## src/rtl/pipeline_hazard_ctrl.sv

```systemverilog
// rtl/pipeline_hazard_ctrl.sv - pipeline stall/flush/freeze sequencing controller (optional stats: HAZARD_STATS_EN)
module pipeline_hazard_ctrl #(
  parameter int MAX_FREEZE = 64,
  parameter int CNT_W      = 16
) (
  input  logic             clk_i,
  input  logic             rst_i,
  input  logic [4:0]       ID_rs1_i,
  input  logic [4:0]       ID_rs2_i,
  input  logic             EX_MemRead_i,
  input  logic [4:0]       EX_rd_i,
  input  logic             branch_taken_i,
  input  logic             mem_busy_i,
  output logic             PCWrite_o,
  output logic             IF_ID_Stall_o,
  output logic             IF_ID_Flush_o,
  output logic             ID_EX_NoOp_o,
  output logic             Pipe_Freeze_o,
  output logic             timeout_o,
  output logic [CNT_W-1:0] stall_cnt_o,
  output logic [CNT_W-1:0] flush_cnt_o
);

  localparam int FC_W = $clog2(MAX_FREEZE + 1);

  typedef enum logic {RUN, FREEZE} state_t;

  state_t          state;
  logic            pending_flush;
  logic [FC_W-1:0] freeze_cnt;
  logic            hazard;

  assign hazard = EX_MemRead_i && (EX_rd_i != 5'd0) &&
                  ((EX_rd_i == ID_rs1_i) || (EX_rd_i == ID_rs2_i));

  // Same-cycle control decode in priority order: memory wait, deferred flush, load-use, branch.
  always_comb begin
    PCWrite_o     = 1'b0;
    IF_ID_Stall_o = 1'b0;
    IF_ID_Flush_o = 1'b0;
    ID_EX_NoOp_o  = 1'b0;
    Pipe_Freeze_o = 1'b0;
    if (!rst_i) begin
      if (mem_busy_i) begin
        Pipe_Freeze_o = 1'b1;
        IF_ID_Stall_o = 1'b1;
      end else if (pending_flush) begin
        IF_ID_Flush_o = 1'b1;
        PCWrite_o     = 1'b1;
      end else if (hazard) begin
        IF_ID_Stall_o = 1'b1;
        ID_EX_NoOp_o  = 1'b1;
      end else if (branch_taken_i) begin
        IF_ID_Flush_o = 1'b1;
        PCWrite_o     = 1'b1;
      end else begin
        PCWrite_o     = 1'b1;
      end
    end
  end

  // Freeze state, deferred flush capture and the sticky freeze watchdog.
  always_ff @(posedge clk_i or posedge rst_i) begin
    if (rst_i) begin
      state         <= RUN;
      pending_flush <= 1'b0;
      freeze_cnt    <= '0;
      timeout_o     <= 1'b0;
    end else begin
      state <= mem_busy_i ? FREEZE : RUN;
      if (mem_busy_i) begin
        if (branch_taken_i) pending_flush <= 1'b1;
      end else begin
        pending_flush <= 1'b0;
      end
      if (state == FREEZE && mem_busy_i) begin
        if (freeze_cnt != FC_W'(MAX_FREEZE)) freeze_cnt <= freeze_cnt + 1'b1;
        if (freeze_cnt >= FC_W'(MAX_FREEZE - 1)) timeout_o <= 1'b1;
      end else if (!mem_busy_i) begin
        freeze_cnt <= '0;
      end
    end
  end

`ifdef HAZARD_STATS_EN
  logic stall_evt;
  assign stall_evt = !mem_busy_i && !pending_flush && hazard;

  // Saturating statistics: bubbles inserted for load-use, and flushes issued.
  always_ff @(posedge clk_i or posedge rst_i) begin
    if (rst_i) begin
      stall_cnt_o <= '0;
      flush_cnt_o <= '0;
    end else begin
      if (stall_evt && stall_cnt_o != '1) stall_cnt_o <= stall_cnt_o + 1'b1;
      if (IF_ID_Flush_o && flush_cnt_o != '1) flush_cnt_o <= flush_cnt_o + 1'b1;
    end
  end
`else
  assign stall_cnt_o = '0;
  assign flush_cnt_o = '0;
`endif

endmodule
```

## config.mk

```make
export PLATFORM = sky130hd
export DESIGN_NAME = pipeline_hazard_ctrl
export DESIGN_NICKNAME = d
export VERILOG_FILES = /design/src/rtl/pipeline_hazard_ctrl.sv
export SDC_FILE = /design/constraint.sdc
export NUM_CORES = 1
export LEC_CHECK = 0
export ABC_AREA = 1
export CAP_MARGIN = 5
export CORE_ASPECT_RATIO = 0.7
export CORE_MARGIN = 1.5
export CORE_UTILIZATION = 29
export CTS_BUF_LIST = sky130_fd_sc_hd__clkbuf_2
export DETAILED_ROUTE_END_ITERATION = 16
export PLACE_DENSITY_LB_ADDON = 0.05
export SLEW_MARGIN = 20
export SYNTH_ARGS = -nofsm -noshare
export SYNTH_HDL_FRONTEND = slang
export SYNTH_SLANG_ARGS = --single-unit
```

## constraint.sdc

```tcl
create_clock -name clk_i -period 1.7 [get_ports clk_i]
set_input_delay 0.51 -clock clk_i [delete_from_list [all_inputs] [get_ports clk_i]]
set_output_delay 0.51 -clock clk_i [all_outputs]
set_load 0.02 [all_outputs]
```

# Word-level counts from Yosys, hierarchy flattened
# Index checks and enable logic that the tools add are counted.
# Widths: inputs -> output; s select.
# totals
reg_bits	10
input_bits	20
out_inout_bits	38
# op_classes
n_addsub	1
magnitude_cmp	1
eq_ne	6
muxes	22
n_reduce_logical	7
# ops
cell	count
$mux 7	3
$mux 1	19
$eq 5x5->1	2
$add 7x1->7 const B	1
$ge 7x6->1 const B	1
$ne 7x7->1 const B	1
$reduce_bool 5->1	1
$ne 2x1->1 const B	2
$reduce_and 2->1	2
$logic_and 1x1->1	3
$ne 2x2->1 const B	1
$logic_or 1x1->1	1

# Logic depth before layout (Yosys ltp)
# depth
depth_word	7
ltp_mapped	9

# Least setup slack after synthesis
# Ideal clock, no wire load.
# synth_timing
kind	input -> output
from	input port EX_rd_i[4]
to	output port IF_ID_Flush_o
arrival_time_ns	1.237
t_required_ns	1.190
path_slack_ns	-0.047
path_stages	9
n_path_buf	0
cell_sequence	inv_1 > nand2_1 > nand2_1 > nor2_1 > nand3_1 > nand2_1 > nand2_1 > nand2_1 > nor2_1
# synth_between
elab_chain_len	7
word_cells_on_any_way	10
classes_between	eq/ne: 2; mux: 4; reduce/logical: 4
# synth_lines
element	line_no	text
start, declared	11	input logic [4:0] EX_rd_i,
$eq 5x5->1 or $reduce_bool 5->1 (tied branches)	34, 33	
$logic_or 1x1->1 or $logic_and 1x1->1 (tied branches)	34, 33	
$logic_and 1x1->1 *	33	assign hazard = EX_MemRead_i && (EX_rd_i != 5'd0) &&
$mux 1 *	50	end else if (hazard) begin
$mux 1 *	47	end else if (pending_flush) begin
$mux 1 *	44	if (mem_busy_i) begin
$mux 1 *	43	if (!rst_i) begin
end, declared	16	output logic IF_ID_Flush_o,
# Mark *: on every way between the ends. The rest lies on a longest branch, timed or not.

# Worst setup path in the final report
# layout_timing
from	input port ID_rs2_i[3]
to	output port IF_ID_Flush_o
# layout_between
elab_chain_len	7
# layout_lines
element	line_no	text
start, declared	9	input logic [4:0] ID_rs2_i,
$eq 5x5->1	34	((EX_rd_i == ID_rs1_i) || (EX_rd_i == ID_rs2_i));
$logic_or 1x1->1	34	
$logic_and 1x1->1	33	
$mux 1	50	
$mux 1	47	
$mux 1	44	
$mux 1	43	
# Every way passes these cells.

==> summary by stage <==
Run status
The flow ran to the end, but the final reports show violations. The checks that failed: setup timing.

Global route
The number of antenna violations at the first check in global routing is 0. Summed over all layers, the global routing overflow is 0. The all-layer global routing usage is a little under an eighth. The maximum number of pins on one net before global-route repair is 11.

The first global-routing pass estimated around 3.5 mm of wire. The via count of the first global-routing pass is 782.

Cells and area
At the end of the flow the core is filled with cells to 40.9%. The sequential cells in the finished layout cover a total of between 200 and 300 um^2. In the layout the commonest cells are 32 x conb_1, 22 x nand2_1, 16 x inv_1. The multi-input combinational cells in the finished layout cover a total of 628 um^2. The net count of the finished layout is 206. The count of placed standard cells in the final layout, fillers left out is around 230. Cells with a size suffix above 1 make up around 35% of the layout.

The number of filler instances in the final layout is between 300 and 400. From synthesis to final layout, the design area changed by 30.0%. The count of inserted antenna diode cells is 0.

The library cell used most frequently in the layout, excluding fill and tap cells, is conb_1.

Timing
Setup repair after global routing could not meet its margin everywhere. The highest clock rate is 531 MHz. The count of final hold-check violations came to 0. The total negative setup slack is -722 ps. The worst setup margin is -185 ps. The total count of max-transition violations in the final report is 0. The share of the clock period used by the worst path is 111%. The final critical-path required period is approximately 1900 ps. Setup violations remaining at the end of the flow were counted as 4. The setup skew after layout is ~14 ps.

Placement
Before CTS, the worst setup slack after placement is -1130 ps. Summed over all nets, the half-perimeter wirelength after detailed placement is between 1.5 and 2 mm. The number of port buffers is 25. The weighted congestion reported at the end of routability-driven placement is between 0.7 and 0.8.

The placed cell count is about 230.

Drt
In this run, the number of DRC markers left after iteration 0 of detailed routing was 39. The iteration count of the initial detailed-routing pass is 4. The sum of routed wire length over all layers is between 2 and 2.5 mm.

The final antenna-violating net count is 0. For this run, design rule violations remaining after detail routing come to 0. The wire length per cell is 9.04 um. The via count is around 900. The detailed-route vias per instance is 3.99.

Setup path
The number of cells on the worst reg-to-reg path is 6. The data required time at the worst endpoint is about 1200 ps. The sort of element at the start of the critical path is an input pin. The peak fanout along the critical path is 2. The endpoint class of the critical path is an output pin. The critical path class is in -> out. Data arrives at the worst endpoint at 1370 ps.

Power and ir drop
For this design the ratio of total power to cell area is around 460 mW/mm^2. Summed over all cells, the static leakage comes to around 0.00076 uW. The overall power is 616 uW. VDD sags by at most 0.305 mV.

Floorplanning
Measured along the y axis, the die boundary spans 52.7 um. The I/O pin count is a little under 60. The floorplan step set the die width to about 74 um. The region available for standard cell placement spans ~0.0033 mm^2. The number of rows created at floorplan is 17. The die area is between 0.003 and 0.004 mm^2. Once the floorplan was initialized, standard cells occupied 31.4% of the core.

Min path
The path class of the tightest hold or removal check is reg -> reg. The worst hold path stage count is 1.

Clock network
CTS placed an instance of clkbuf_2 at the clock tree root. The TritonCTS sink count is 10. The latest clock arrival within the worst-skew pair is between 200 and 300 ps. The maximum clock insertion buffer count is 2.

The number of clock buffers inserted by TritonCTS is 3. The number of H-tree levels is 1. The cts-stage hold buffer count is 0. TritonCTS built the clock tree.

The number of post-CTS setup repair buffers is 0. The clock edge transition at the registers on the reported setup and hold paths is 80 ps.

Job
Max-cap violations in this run came to 0.

Synth
The number of different library cells used by synthesis comes to 23. The cell area that synthesis handed to floorplanning was 0.00102 mm^2. In this run, synthesis inferred 0 flip-flops with an integrated enable.

The most used flip-flop cell after synthesis is dfrtp_1. Counting every instance in the synthesized netlist gives between 100 and 150. The register bit count reported by yosys is 10. In the synthesized netlist the async set-or-reset flop fraction comes to 100%. For this run, the register share of the synthesized area comes to roughly a quarter.

For this run, the number of Yosys warnings is 0. dfrtp_1 takes more of the synthesized area than any other cell. After synthesis, the largest area contributor takes up 24.4% of total cell area.

A synthesized cell averages ~6.9 um^2. By area the synthesized netlist is led by dfrtp_1 24%, buf_4 23%, nand2_1 11%.
## cells by family (layout without fill, tap and decap cells)
family	count (synthesis)	count (layout)	share of synthesized area, %
AO/OA/AOI/OAI	9	9	6.85
XOR/XNOR	5	5	4.28
adder cells (fa/ha/maj)	2	2	2.44
buffers and inverters	57	59	32.6
flip-flops	10	10	24.4
other	1	32	0.366
AND/OR/NAND/NOR	65	65	29.0
## cells in the mapped netlist (2+ instances only)
| cell | n |
|---|---|
| buf_4 | 32 |
| dfrtp_1 | 10 |
| ha_1 | 2 |
| inv_1 | 24 |
| nand2_1 | 30 |
| nand2_4 | 2 |
| nand3_1 | 12 |
| nand3b_1 | 2 |
| nor2_1 | 16 |
| o21ai_2 | 3 |
| xnor2_1 | 2 |
| xor2_1 | 3 |
## stage by stage
stage                     area, um^2  hold slack [ps]
after floorplan                 1140              359
after global placement          1260              446
after detailed placement        1260              444
after CTS                       1250              437
after global routing            1330              471
final                           1330              453
## power breakdown
group	internal [uW]	leakage (uW)	switching [uW]
registers	244	0.000135	7.17
clock network	48.2	0.0000125	76.4
logic	87.5	0.000615	153
total	380	0.000762	236
## area by class of cell
cell class                 count  area share (%)
tap                           47            4.42
clock buffer                   3            1.13
sequential                    10            18.8
multi-input combinational    113            47.2
timing repair buffer          31            21.2
inverter                      25            7.24
## worst max-delay path, stage by stage
cell and delay [ps]:
clkdlybuf4s15_1 200, xnor2_2 150, nand3_1 100, nand2_2 110, nand2_4 70, nand2_4 70, nor2_4 30, buf_6 130
## sequential cells by signal, summed over array words and instances (netlist names)
| name | flops |
|---|---|
| state | 1 |
| timeout_o | 1 |
| pending_flush | 1 |
| freeze_cnt | 7 |
## final timing paths
path | slack [ps] | endpoint | startpoint
max in group asynchronous | 1070 | timeout_o | rst_i
hold / removal | 450 | timeout_o | timeout_o
setup reg to reg | 330 | freeze_cnt[6] | freeze_cnt[0]
min in group asynchronous | 470 | freeze_cnt[2] | rst_i
setup / recovery | -180 | IF_ID_Flush_o | ID_rs2_i[3]
hold reg to reg | 450 | timeout_o | timeout_o
## metal layers
metal / global-route usage [%] / share of wire [%] / vias up
met1: 16.3 / 49 / 397
met5: 0 / 0 / -
met3: 4.04 / 9.8 / 0
met4: 0.926 / 0 / 0
li1: - / - / 459
met2: 18.2 / 41 / 57
## repair_timing
item,in CTS,in global routing
pin swaps,19,20
gates cloned,0,0
gates resized for setup,105,31
endpoints found under the setup margin,6,4
Power figures use the tool's default switching activity.
